<file path="config.mk">
export PLATFORM = sky130hd
export DESIGN_NAME = hazard_control_unit
export DESIGN_NICKNAME = d
export VERILOG_FILES = /design/src/rtl/hazard_pkg.sv /design/src/rtl/hazard_control_unit_fwd.sv /design/src/rtl/hazard_control_unit.sv
export SDC_FILE = /design/constraint.sdc
export NUM_CORES = 1
export LEC_CHECK = 0
export ABC_AREA = 0
export CAP_MARGIN = 20
export CORE_MARGIN = 8
export CORE_UTILIZATION = 37
export DETAILED_ROUTE_END_ITERATION = 10
export GPL_TIMING_DRIVEN = 0
export PLACE_DENSITY = 0.87
export SETUP_SLACK_MARGIN = 0.02
export SLEW_MARGIN = 20
export SYNTH_ARGS = -nofsm -noshare
export SYNTH_HDL_FRONTEND = slang
export SYNTH_SLANG_ARGS = --single-unit
</file>
<file path="constraint.sdc">
create_clock -name clk -period 5.3 [get_ports clk]
set_input_delay 0.53 -clock clk [delete_from_list [all_inputs] [get_ports clk]]
set_output_delay 0.53 -clock clk [all_outputs]
set_load 0.01 [all_outputs]
</file>
<file path="src/rtl/hazard_pkg.sv">
// Shared constants for the 5-stage MIPS hazard control: control-bundle bit
// positions, forwarding and PC-select encodings, and the hazard FSM states.
package hazard_pkg;

  localparam int CTRL_W_DEF       = 11;
  localparam int BIT_REGWRITE_DEF = 0;
  localparam int BIT_MEMREAD_DEF  = 1;
  localparam int BIT_BRANCH_DEF   = 4;
  localparam int BIT_JUMP_DEF     = 5;
  localparam int CNT_W_DEF        = 16;

  localparam logic [1:0] FWD_REG   = 2'b00;
  localparam logic [1:0] FWD_MEMWB = 2'b01;
  localparam logic [1:0] FWD_EXMEM = 2'b10;

  localparam logic [1:0] PCSEL_PC4    = 2'b00;
  localparam logic [1:0] PCSEL_BRANCH = 2'b01;
  localparam logic [1:0] PCSEL_JUMP   = 2'b10;

  typedef enum logic [1:0] {
    ST_RUN      = 2'b00,
    ST_LU_STALL = 2'b01,
    ST_MEM_WAIT = 2'b10
  } hazard_state_t;

endpackage

</file>
<file path="src/rtl/hazard_control_unit_fwd.sv">
// ALU operand forwarding select: EX/MEM result beats MEM/WB result, and
// register $0 is never forwarded.
module forwarding_unit
  import hazard_pkg::*;
(
  input  logic [4:0] i_id_ex_rs,
  input  logic [4:0] i_id_ex_rt,
  input  logic       i_ex_mem_regwrite,
  input  logic [4:0] i_ex_mem_wr_reg,
  input  logic       i_mem_wb_regwrite,
  input  logic [4:0] i_mem_wb_wr_reg,
  output logic [1:0] o_fwd_a,
  output logic [1:0] o_fwd_b
);

  function automatic logic [1:0] fwd_sel(input logic [4:0] src,
                                         input logic       em_wr,
                                         input logic [4:0] em_reg,
                                         input logic       mw_wr,
                                         input logic [4:0] mw_reg);
    if (em_wr && (em_reg != 5'd0) && (em_reg == src))
      return FWD_EXMEM;
    else if (mw_wr && (mw_reg != 5'd0) && (mw_reg == src))
      return FWD_MEMWB;
    else
      return FWD_REG;
  endfunction

  assign o_fwd_a = fwd_sel(i_id_ex_rs, i_ex_mem_regwrite, i_ex_mem_wr_reg,
                           i_mem_wb_regwrite, i_mem_wb_wr_reg);
  assign o_fwd_b = fwd_sel(i_id_ex_rt, i_ex_mem_regwrite, i_ex_mem_wr_reg,
                           i_mem_wb_regwrite, i_mem_wb_wr_reg);

endmodule

</file>
<file path="src/rtl/hazard_control_unit.sv">
// Pipeline hazard control: memory-wait freeze, branch/jump squash, load-use
// stall, operand forwarding and a saturating count of stalled cycles.
module hazard_control_unit
  import hazard_pkg::*;
#(
  parameter int CTRL_W       = CTRL_W_DEF,
  parameter int BIT_REGWRITE = BIT_REGWRITE_DEF,
  parameter int BIT_MEMREAD  = BIT_MEMREAD_DEF,
  parameter int BIT_BRANCH   = BIT_BRANCH_DEF,
  parameter int BIT_JUMP     = BIT_JUMP_DEF,
  parameter int CNT_W        = CNT_W_DEF
) (
  input  logic              clk,
  input  logic              reset,
  input  logic [4:0]        if_id_rs,
  input  logic [4:0]        if_id_rt,
  input  logic [4:0]        id_ex_rs,
  input  logic [4:0]        id_ex_rt,
  input  logic [CTRL_W-1:0] id_ex_ctrl,
  input  logic [4:0]        ex_mem_wr_reg,
  input  logic [CTRL_W-1:0] ex_mem_ctrl,
  input  logic              ex_mem_zero,
  input  logic [4:0]        mem_wb_wr_reg,
  input  logic [CTRL_W-1:0] mem_wb_ctrl,
  input  logic              mem_busy,
  output logic              pc_en,
  output logic              if_id_en,
  output logic              id_ex_en,
  output logic              ex_mem_en,
  output logic              mem_wb_en,
  output logic              if_id_flush,
  output logic              id_ex_flush,
  output logic              ex_mem_flush,
  output logic [1:0]        pc_sel,
  output logic [1:0]        fwd_a,
  output logic [1:0]        fwd_b,
  output logic [CNT_W-1:0]  stall_cnt
);

  hazard_state_t    r_state;
  hazard_state_t    w_next_state;
  logic [CNT_W-1:0] r_stall_cnt;
  logic             w_branch_taken;
  logic             w_jump;
  logic             w_load_use;
  logic [1:0]       w_fwd_a;
  logic [1:0]       w_fwd_b;
  logic             w_unused;

  assign w_branch_taken = ex_mem_ctrl[BIT_BRANCH] & ex_mem_zero;
  assign w_jump         = id_ex_ctrl[BIT_JUMP];
  assign w_load_use     = id_ex_ctrl[BIT_MEMREAD] && (id_ex_rt != 5'd0) &&
                          ((id_ex_rt == if_id_rs) || (id_ex_rt == if_id_rt));

  // Only the bits above are consumed; the state is kept for debug visibility.
  assign w_unused = ^{id_ex_ctrl, ex_mem_ctrl, mem_wb_ctrl, r_state};

  forwarding_unit u_fwd (
    .i_id_ex_rs        (id_ex_rs),
    .i_id_ex_rt        (id_ex_rt),
    .i_ex_mem_regwrite (ex_mem_ctrl[BIT_REGWRITE]),
    .i_ex_mem_wr_reg   (ex_mem_wr_reg),
    .i_mem_wb_regwrite (mem_wb_ctrl[BIT_REGWRITE]),
    .i_mem_wb_wr_reg   (mem_wb_wr_reg),
    .o_fwd_a           (w_fwd_a),
    .o_fwd_b           (w_fwd_b)
  );

  // Priority: reset > mem_busy > branch > jump > load-use > normal.
  always_comb begin
    pc_en        = 1'b1;
    if_id_en     = 1'b1;
    id_ex_en     = 1'b1;
    ex_mem_en    = 1'b1;
    mem_wb_en    = 1'b1;
    if_id_flush  = 1'b0;
    id_ex_flush  = 1'b0;
    ex_mem_flush = 1'b0;
    pc_sel       = PCSEL_PC4;
    fwd_a        = w_fwd_a;
    fwd_b        = w_fwd_b;
    if (reset) begin
      pc_en        = 1'b0;
      if_id_en     = 1'b0;
      id_ex_en     = 1'b0;
      ex_mem_en    = 1'b0;
      mem_wb_en    = 1'b0;
      if_id_flush  = 1'b1;
      id_ex_flush  = 1'b1;
      ex_mem_flush = 1'b1;
      fwd_a        = FWD_REG;
      fwd_b        = FWD_REG;
    end else if (mem_busy) begin
      // Freezing EX/MEM keeps a pending taken branch alive across the wait.
      pc_en     = 1'b0;
      if_id_en  = 1'b0;
      id_ex_en  = 1'b0;
      ex_mem_en = 1'b0;
      mem_wb_en = 1'b0;
    end else if (w_branch_taken) begin
      pc_sel       = PCSEL_BRANCH;
      if_id_flush  = 1'b1;
      id_ex_flush  = 1'b1;
      ex_mem_flush = 1'b1;
    end else if (w_jump) begin
      pc_sel      = PCSEL_JUMP;
      if_id_flush = 1'b1;
      id_ex_flush = 1'b1;
    end else if (w_load_use) begin
      pc_en       = 1'b0;
      if_id_en    = 1'b0;
      id_ex_flush = 1'b1;
    end
  end

  always_comb begin
    w_next_state = ST_RUN;
    if (mem_busy)
      w_next_state = ST_MEM_WAIT;
    else if (!w_branch_taken && !w_jump && w_load_use)
      w_next_state = ST_LU_STALL;
  end

  always_ff @(posedge clk) begin
    if (reset) begin
      r_state     <= ST_RUN;
      r_stall_cnt <= '0;
    end else begin
      r_state <= w_next_state;
      if (!pc_en && (r_stall_cnt != {CNT_W{1'b1}}))
        r_stall_cnt <= r_stall_cnt + 1'b1;
    end
  end

  assign stall_cnt = r_stall_cnt;

endmodule

</file>
==> results of run 1 <==
[layer usage]
| metal | share of wire (%) | vias to the layer above |
|---|---|---|
| li1 | - | 744 |
| met1 | 41 | 669 |
| met2 | 48 | 55 |
| met3 | 9.1 | 6 |
| met4 | 2.0 | 0 |
| met5 | 0 | - |
[power groups by stage]
stage                     clock network [uW]  registers, uW  logic (uW)
after floorplan                            0            129        48.4
after global placement                     0            128        99.2
after detailed placement                   0            128         101
after CTS                               67.4            125         101
after global routing                    75.3            126         109
final                                   63.7            125         100
[metrics by stage]
stage	util [%]	worst slack, ns	area (um^2)	std cells
3_5_place_dp	59.04	1.803	1986	277
3_3_place_gp	59.04	1.851	1986	277
2_1_floorplan	-	2.725	1297	168
5_1_grt	59.71	1.692	2008	280
4_1_cts	59.71	1.812	2008	280
6_report	59.71	1.833	2008	280
[cells in the final DEF, fill, tap and decap left out]
cell type / Yosys / routed
clkdlybuf4s50_1: 0 / 63
xnor2_1: 20 / 20
dfxtp_1: 16 / 16
a21oi_1: 15 / 15
o21ai_1: 13 / 13
or3_1: 13 / 13
xor2_1: 11 / 11
nand3_1: 10 / 10
nand2_1: 9 / 9
nor2_1: 8 / 8
or4_1: 5 / 5
clkbuf_1: 5 / 5
nor4_1: 5 / 5
nand4_1: 5 / 5
buf_6: 3 / 3
nor3_1: 3 / 3
inv_1: 3 / 3
and3_1: 3 / 3
buf_4: 3 / 3
clkbuf_4: 0 / 3
o21ai_0: 2 / 2
buf_2: 2 / 2
o21bai_1: 2 / 2
nor2b_1: 1 / 1
o22ai_1: 1 / 1
or4_4: 1 / 1
o21ai_2: 1 / 1
a311oi_1: 1 / 1
a21o_1: 1 / 1
a31oi_4: 1 / 1
and4_1: 1 / 1
o31ai_1: 1 / 1
and2_1: 1 / 1
mux2i_1: 1 / 1
ha_1: 1 / 1
[cell families after synthesis]
family | share of synthesized area, %
adders and majority gates | 0.9642
DFF | 24.69
AOI/OAI and AO/OA | 17.36
muxes | 0.7715
buffers and inverters | 7.425
xor gates and xnor gates | 20.93
and+or+nand+nor | 27.87
[worst paths after layout]
check,end,slack [ns],depth (start not counted)
max,fwd_a[0],1.83,6
min,stall_cnt[11]$_SDFFE_PP0P_,0.53,2
max reg2reg,stall_cnt[1]$_SDFFE_PP0P_,3.08,9
min reg2reg,stall_cnt[11]$_SDFFE_PP0P_,0.53,2
[worst reg2reg max path, stage by stage (launching register included)]
cell and delay (ns):
dfxtp_1 0.40, ha_1 0.20, nand3_1 0.16, nor4_1 0.44, nor2_1 0.13, a31oi_4 0.23
buf_6 0.16, buf_6 0.14, mux2i_1 0.18, nor2_1 0.05
[area by class of cell]
cell class | instances | share of cell area [%]
Buffer | 13 | 4.237
Clock buffer | 3 | 1.121
Inverter | 3 | 0.5607
Multi-Input combinational cell | 136 | 43.86
Sequential cell | 16 | 15.95
Tap cell | 46 | 2.866
Timing Repair Buffer | 63 | 31.40
==> results.json, run 1 <==
{
  "cts_max_level": 1,
  "wire_per_inst_um": 13.64,
  "synth_edf_count": 0,
  "tns_ns": 0,
  "met1_usage_pct": 15.67,
  "grt_use_met3_pct": 5.459,
  "critPathSlowestCell": "clkdlybuf4s50_1",
  "initial_core_util_pct": 38.58,
  "drt-total-wl_um": 3819,
  "hold_viol": 0,
  "area_delta_synth_final_pct": 54.77,
  "hold_start": "stall_cnt[11]$_SDFFE_PP0P_",
  "path_cells": "clkdlybuf4s50_1 > or4_1 > o21ai_0 > nor3_1 > nor4_1 > clkdlybuf4s50_1",
  "clock-sinks": 16,
  "power_frac_comb_pct": 34.7,
  "startpoint_type": "input port",
  "p_per_area_mw_per_mm2": 144.1,
  "synth.distinct_cells": 33,
  "netSwitchingPower_uw": 82.34,
  "grt_remaining_overflow": 0,
  "synth_common_cells": "xnor2_1, dfxtp_1, a21oi_1, o21ai_1, or3_1",
  "setup_viol": 0,
  "track_usage_pct": 13.93,
  "p_leak_uw": 0.0006567,
  "synth-seq-cells": 16,
  "synth.most_common_cell": "xnor2_1",
  "ioPinCount": 97,
  "die-area_mm2": 0.005657,
  "tritoncts": "done",
  "synth_top_area_share_pct": 24.69,
  "hold_buffers": 0,
  "die_y_um": 75.22,
  "dieWidth_um": 75.22,
  "fmax_mhz": 288.4,
  "drt-pass1-iter-count": 4,
  "cts_inserted_buffers": 3,
  "drt_iter0_markers": 98,
  "yosys_warnings": 0,
  "reg2reg_from": "stall_cnt[0]$_SDFFE_PP0P_",
  "grt_pass1_vias": 1476,
  "rsz0062_at_grt": "false",
  "cts_resized": 0,
  "cts-root-buf": "clkbuf_4",
  "worstPathRequired_ns": 4.77,
  "vias_per_cell": 5.264,
  "crit_top_cell": "clkdlybuf4s50_1",
  "diodes": 0,
  "drive_above_1_share_pct": 5.983,
  "core_mm2": 0.003363,
  "cp_top_family": "buffers and inverters",
  "gr-usage-met2_pct": 22.46,
  "dp_hpwl_um": 3254,
  "final.min_clock_period_ns": 3.467,
  "ctsLongestPathBuffers": 2,
  "synth_nets": 236,
  "cp.arrival_ns": 2.94,
  "maxCapViolations": 0,
  "cts.clk_slew.worst_paths_ns": 0.09,
  "ant_nets": 0,
  "pwr-share-seq_pct": 43.3,
  "fin_nets": 304,
  "register_area_um2": 320.3,
  "vias": 1474,
  "worst_setup_path_end_kind": "output pin",
  "grt_max_degree": 11,
  "intPower_uw": 207.1,
  "crit_type": "in -> out",
  "portBuffers": 63,
  "whs_ns": 0.5258,
  "syn_area_mm2": 0.001297,
  "critPathLaunch": "ex_mem_wr_reg[1]",
  "ys_top_cells_by_area": "dfxtp_1, xnor2_1, xor2_1",
  "pwr-share-clk_pct": 22.0,
  "grt_pass1_wl_um": 6258,
  "synth_cells": 168,
  "top_usage_layer": "met2",
  "final.period_utilization_pct": 65.42,
  "worst_pin_slew_ns": 0.4692,
  "finalMaxSlewViolations": 0,
  "gp_congestion": 0.8141,
  "min_path_type": "reg -> reg",
  "final.fill_count": 323,
  "antenna_found_initial": 0,
  "skew_ns": 0.003489,
  "swShare_pct": 28.45,
  "syn_area_per_cell_um2": 7.723,
  "peakVddDrop_v": 0.00008752,
  "multi_input_area_um2": 880.8,
  "relSlewSlack_pct": 68.72,
  "total_power_uw": 289.4,
  "run_status": "complete, no violations",
  "ys.flop_type": "dfxtp_1",
  "seq_area_frac_synth_pct": 24.69,
  "netlist.top_cell.by_area": "dfxtp_1",
  "synth_async_sr_flop_share_pct": 0,
  "drcViolationCount": 0,
  "row_count": 21,
  "cts_setup_buffers": 0,
  "cpPeakStageDelay_ns": 0.61,
  "crit_fanout": 4,
  "insertion_delay_ns": 0.29,
  "largest_reg_flops": 16,
  "cp.buffers_inverters": 2
}
(Power assumes the default switching activity.)
==> run 2, diff against run 1 <==
--- a/config.mk
+++ b/config.mk
@@ -8,10 +8,10 @@
 export ABC_AREA = 0
 export CAP_MARGIN = 20
 export CORE_MARGIN = 8
-export CORE_UTILIZATION = 37
+export CORE_UTILIZATION = 34
 export DETAILED_ROUTE_END_ITERATION = 10
 export GPL_TIMING_DRIVEN = 0
-export PLACE_DENSITY = 0.87
+export PLACE_DENSITY = 0.81
 export SETUP_SLACK_MARGIN = 0.02
 export SLEW_MARGIN = 20
 export SYNTH_ARGS = -nofsm -noshare
==> constraint.sdc (replaced) <==
create_clock -name clk -period 3.25 [get_ports clk]
set_input_delay 0.325 -clock clk [delete_from_list [all_inputs] [get_ports clk]]
set_output_delay 0.325 -clock clk [all_outputs]
set_load 0.01 [all_outputs]
==> run 2 against run 1 <==
Die area increased by 6.9%. Non-clock buffer count is the same. Via count down 3.5%. Final area is 1.7% higher. Core utilization down 3.9 points. Critical path depth is the same. Flip-flop and latch count stayed put. Sequential power grew 63%.
==> results.json, run 2 (synthesized netlist as in run 1, its figures left out) <==
{
  "cts_inserted_buffers": 3,
  "crit_type": "in -> out",
  "total_power_uw": 543.4,
  "fin_nets": 304,
  "ioPinCount": 97,
  "largest_reg_flops": 16,
  "utilization_pct": 55.81,
  "skew_ns": 0.002377,
  "ctsLongestPathBuffers": 2,
  "grt_pass1_wl_um": 6679,
  "initial_core_util_pct": 35.44,
  "p_per_area_mw_per_mm2": 266.0,
  "min_path_type": "reg -> reg",
  "tns_ns": 0,
  "insertion_delay_ns": 0.25,
  "setup_slack_ns": 0.3655,
  "cp.arrival_ns": 2.56,
  "peakVddDrop_v": 0.0001655,
  "crit_fanout": 4,
  "cts_setup_buffers": 0,
  "drt-total-wl_um": 3854,
  "maxCapViolations": 0,
  "fmax_mhz": 346.7,
  "track_usage_pct": 12.93,
  "worst_setup_path_end_kind": "output pin",
  "die_y_um": 77.78,
  "cts-root-buf": "clkbuf_8",
  "place_ws_ns": 0.1949,
  "layout_commonest_cell": "clkdlybuf4s50_1",
  "portBuffers": 63,
  "final.period_utilization_pct": 88.76,
  "tritoncts": "done",
  "run_status": "complete, no violations",
  "diodes": 0,
  "die-area_mm2": 0.006049,
  "finalMaxSlewViolations": 0,
  "dp_hpwl_um": 3255,
  "antenna_found_initial": 0,
  "rsz0062_at_grt": "false",
  "worst_pin_slew_ns": 0.4500,
  "wire_per_inst_um": 13.62,
  "final.min_clock_period_ns": 2.885,
  "grt_remaining_overflow": 0,
  "p_leak_uw": 0.0006716,
  "vias": 1423,
  "ant_nets": 0,
  "mostFrequentLayoutCells": "clkdlybuf4s50_1, xnor2_1, dfxtp_1",
  "worstPathRequired_ns": 2.92,
  "cts_max_level": 1,
  "relSlewSlack_pct": 69.72,
  "area_delta_synth_final_pct": 57.47,
  "gp_congestion": 0.7662,
  "core_mm2": 0.003661,
  "final.fill_count": 347,
  "startpoint_type": "input port",
  "clock-sinks": 16,
  "drive_above_1_share_pct": 6.383,
  "drt-pass1-iter-count": 4,
  "row_count": 22,
  "cts.clk_slew.worst_paths_ns": 0.06,
  "dieWidth_um": 77.78,
  "grt_max_degree": 11,
  "setup_viol": 0,
  "whs_ns": 0.5183,
  "grt_pass1_vias": 1525,
  "hold_viol": 0,
  "drcViolationCount": 0,
  "drt_iter0_markers": 91,
  "vias_per_cell": 5.028
}
[run 2: cell types whose count changed in the layout (fill, tap and decap cells not counted)]
cell,previous run,this run
clkbuf_4,3,0
clkbuf_8,0,4
o21ai_1,13,14
o21ai_0,2,1
[run 2: timing repair]
| action | CTS | global route |
|---|---|---|
| endpoints found under the setup margin | 0 | 2 |
| resized for setup | 0 | 1 |
| hold buffers | 0 | 0 |
[run 2: cell type report]
type,count,area (um^2),area share (%)
Tap cell,48,60.06,2.939
Inverter,3,11.26,0.5511
Sequential cell,16,320.3,15.68
Buffer,13,85.08,4.164
Timing Repair Buffer,63,630.6,30.86
Multi-Input combinational cell,136,880.8,43.11
Clock buffer,4,55.05,2.694
[run 2: through the flow]
| step | std cells | instance area (um^2) |
|---|---|---|
| global route | 283 | 2043 |
| global placement | 279 | 1988 |
| floorplan | 168 | 1297 |
| CTS | 283 | 2043 |
| detailed placement | 279 | 1988 |
| finish | 283 | 2043 |
[run 2: layer usage]
layer	wire length (um)	track usage (%)	vias to the layer above	part of all wire, %
li1	-	-	734	-
met1	1579	13.93	626	41
met2	1822	21.72	57	47
met3	371	4.839	6	9.6
met4	82	6.415	0	2.1
met5	0	0	-	0
[run 2: final timing paths]
path              cells past startpoint                    endpoint  slack (ns)                  startpoint
setup reg to reg                      9   stall_cnt[1]$_SDFFE_PP0P_        1.02   stall_cnt[0]$_SDFFE_PP0P_
hold reg to reg                       2  stall_cnt[11]$_SDFFE_PP0P_        0.52  stall_cnt[11]$_SDFFE_PP0P_
setup / recovery                      6                    fwd_a[0]        0.37            ex_mem_wr_reg[1]
hold / removal                        2  stall_cnt[11]$_SDFFE_PP0P_        0.52  stall_cnt[11]$_SDFFE_PP0P_
[run 2: report_power, final]
| group | total (uW) | switching, uW | internal [uW] |
|---|---|---|---|
| Sequential | 204 | 4.33 | 200 |
| Clock | 176 | 68.6 | 108 |
| Combinational | 163 | 68.0 | 94.8 |
[run 2: worst max-delay path, cell delays in order]
cell and delay, ns:
clkdlybuf4s50_1 0.48, or4_1 0.53, o21ai_1 0.26, nor3_1 0.10, nor4_1 0.27, clkdlybuf4s50_1 0.60
==> run 3, diff against run 2 <==
--- a/config.mk
+++ b/config.mk
@@ -11,8 +11,10 @@
 export CORE_UTILIZATION = 34
 export DETAILED_ROUTE_END_ITERATION = 10
 export GPL_TIMING_DRIVEN = 0
+export HOLD_SLACK_MARGIN = 0.1
 export PLACE_DENSITY = 0.81
 export SETUP_SLACK_MARGIN = 0.02
+export SKIP_CTS_REPAIR_TIMING = 1
 export SLEW_MARGIN = 20
 export SYNTH_ARGS = -nofsm -noshare
 export SYNTH_HDL_FRONTEND = slang
==> results of run 3 <==
The final DEF is identical to that of run 2; final timing and power are the same.
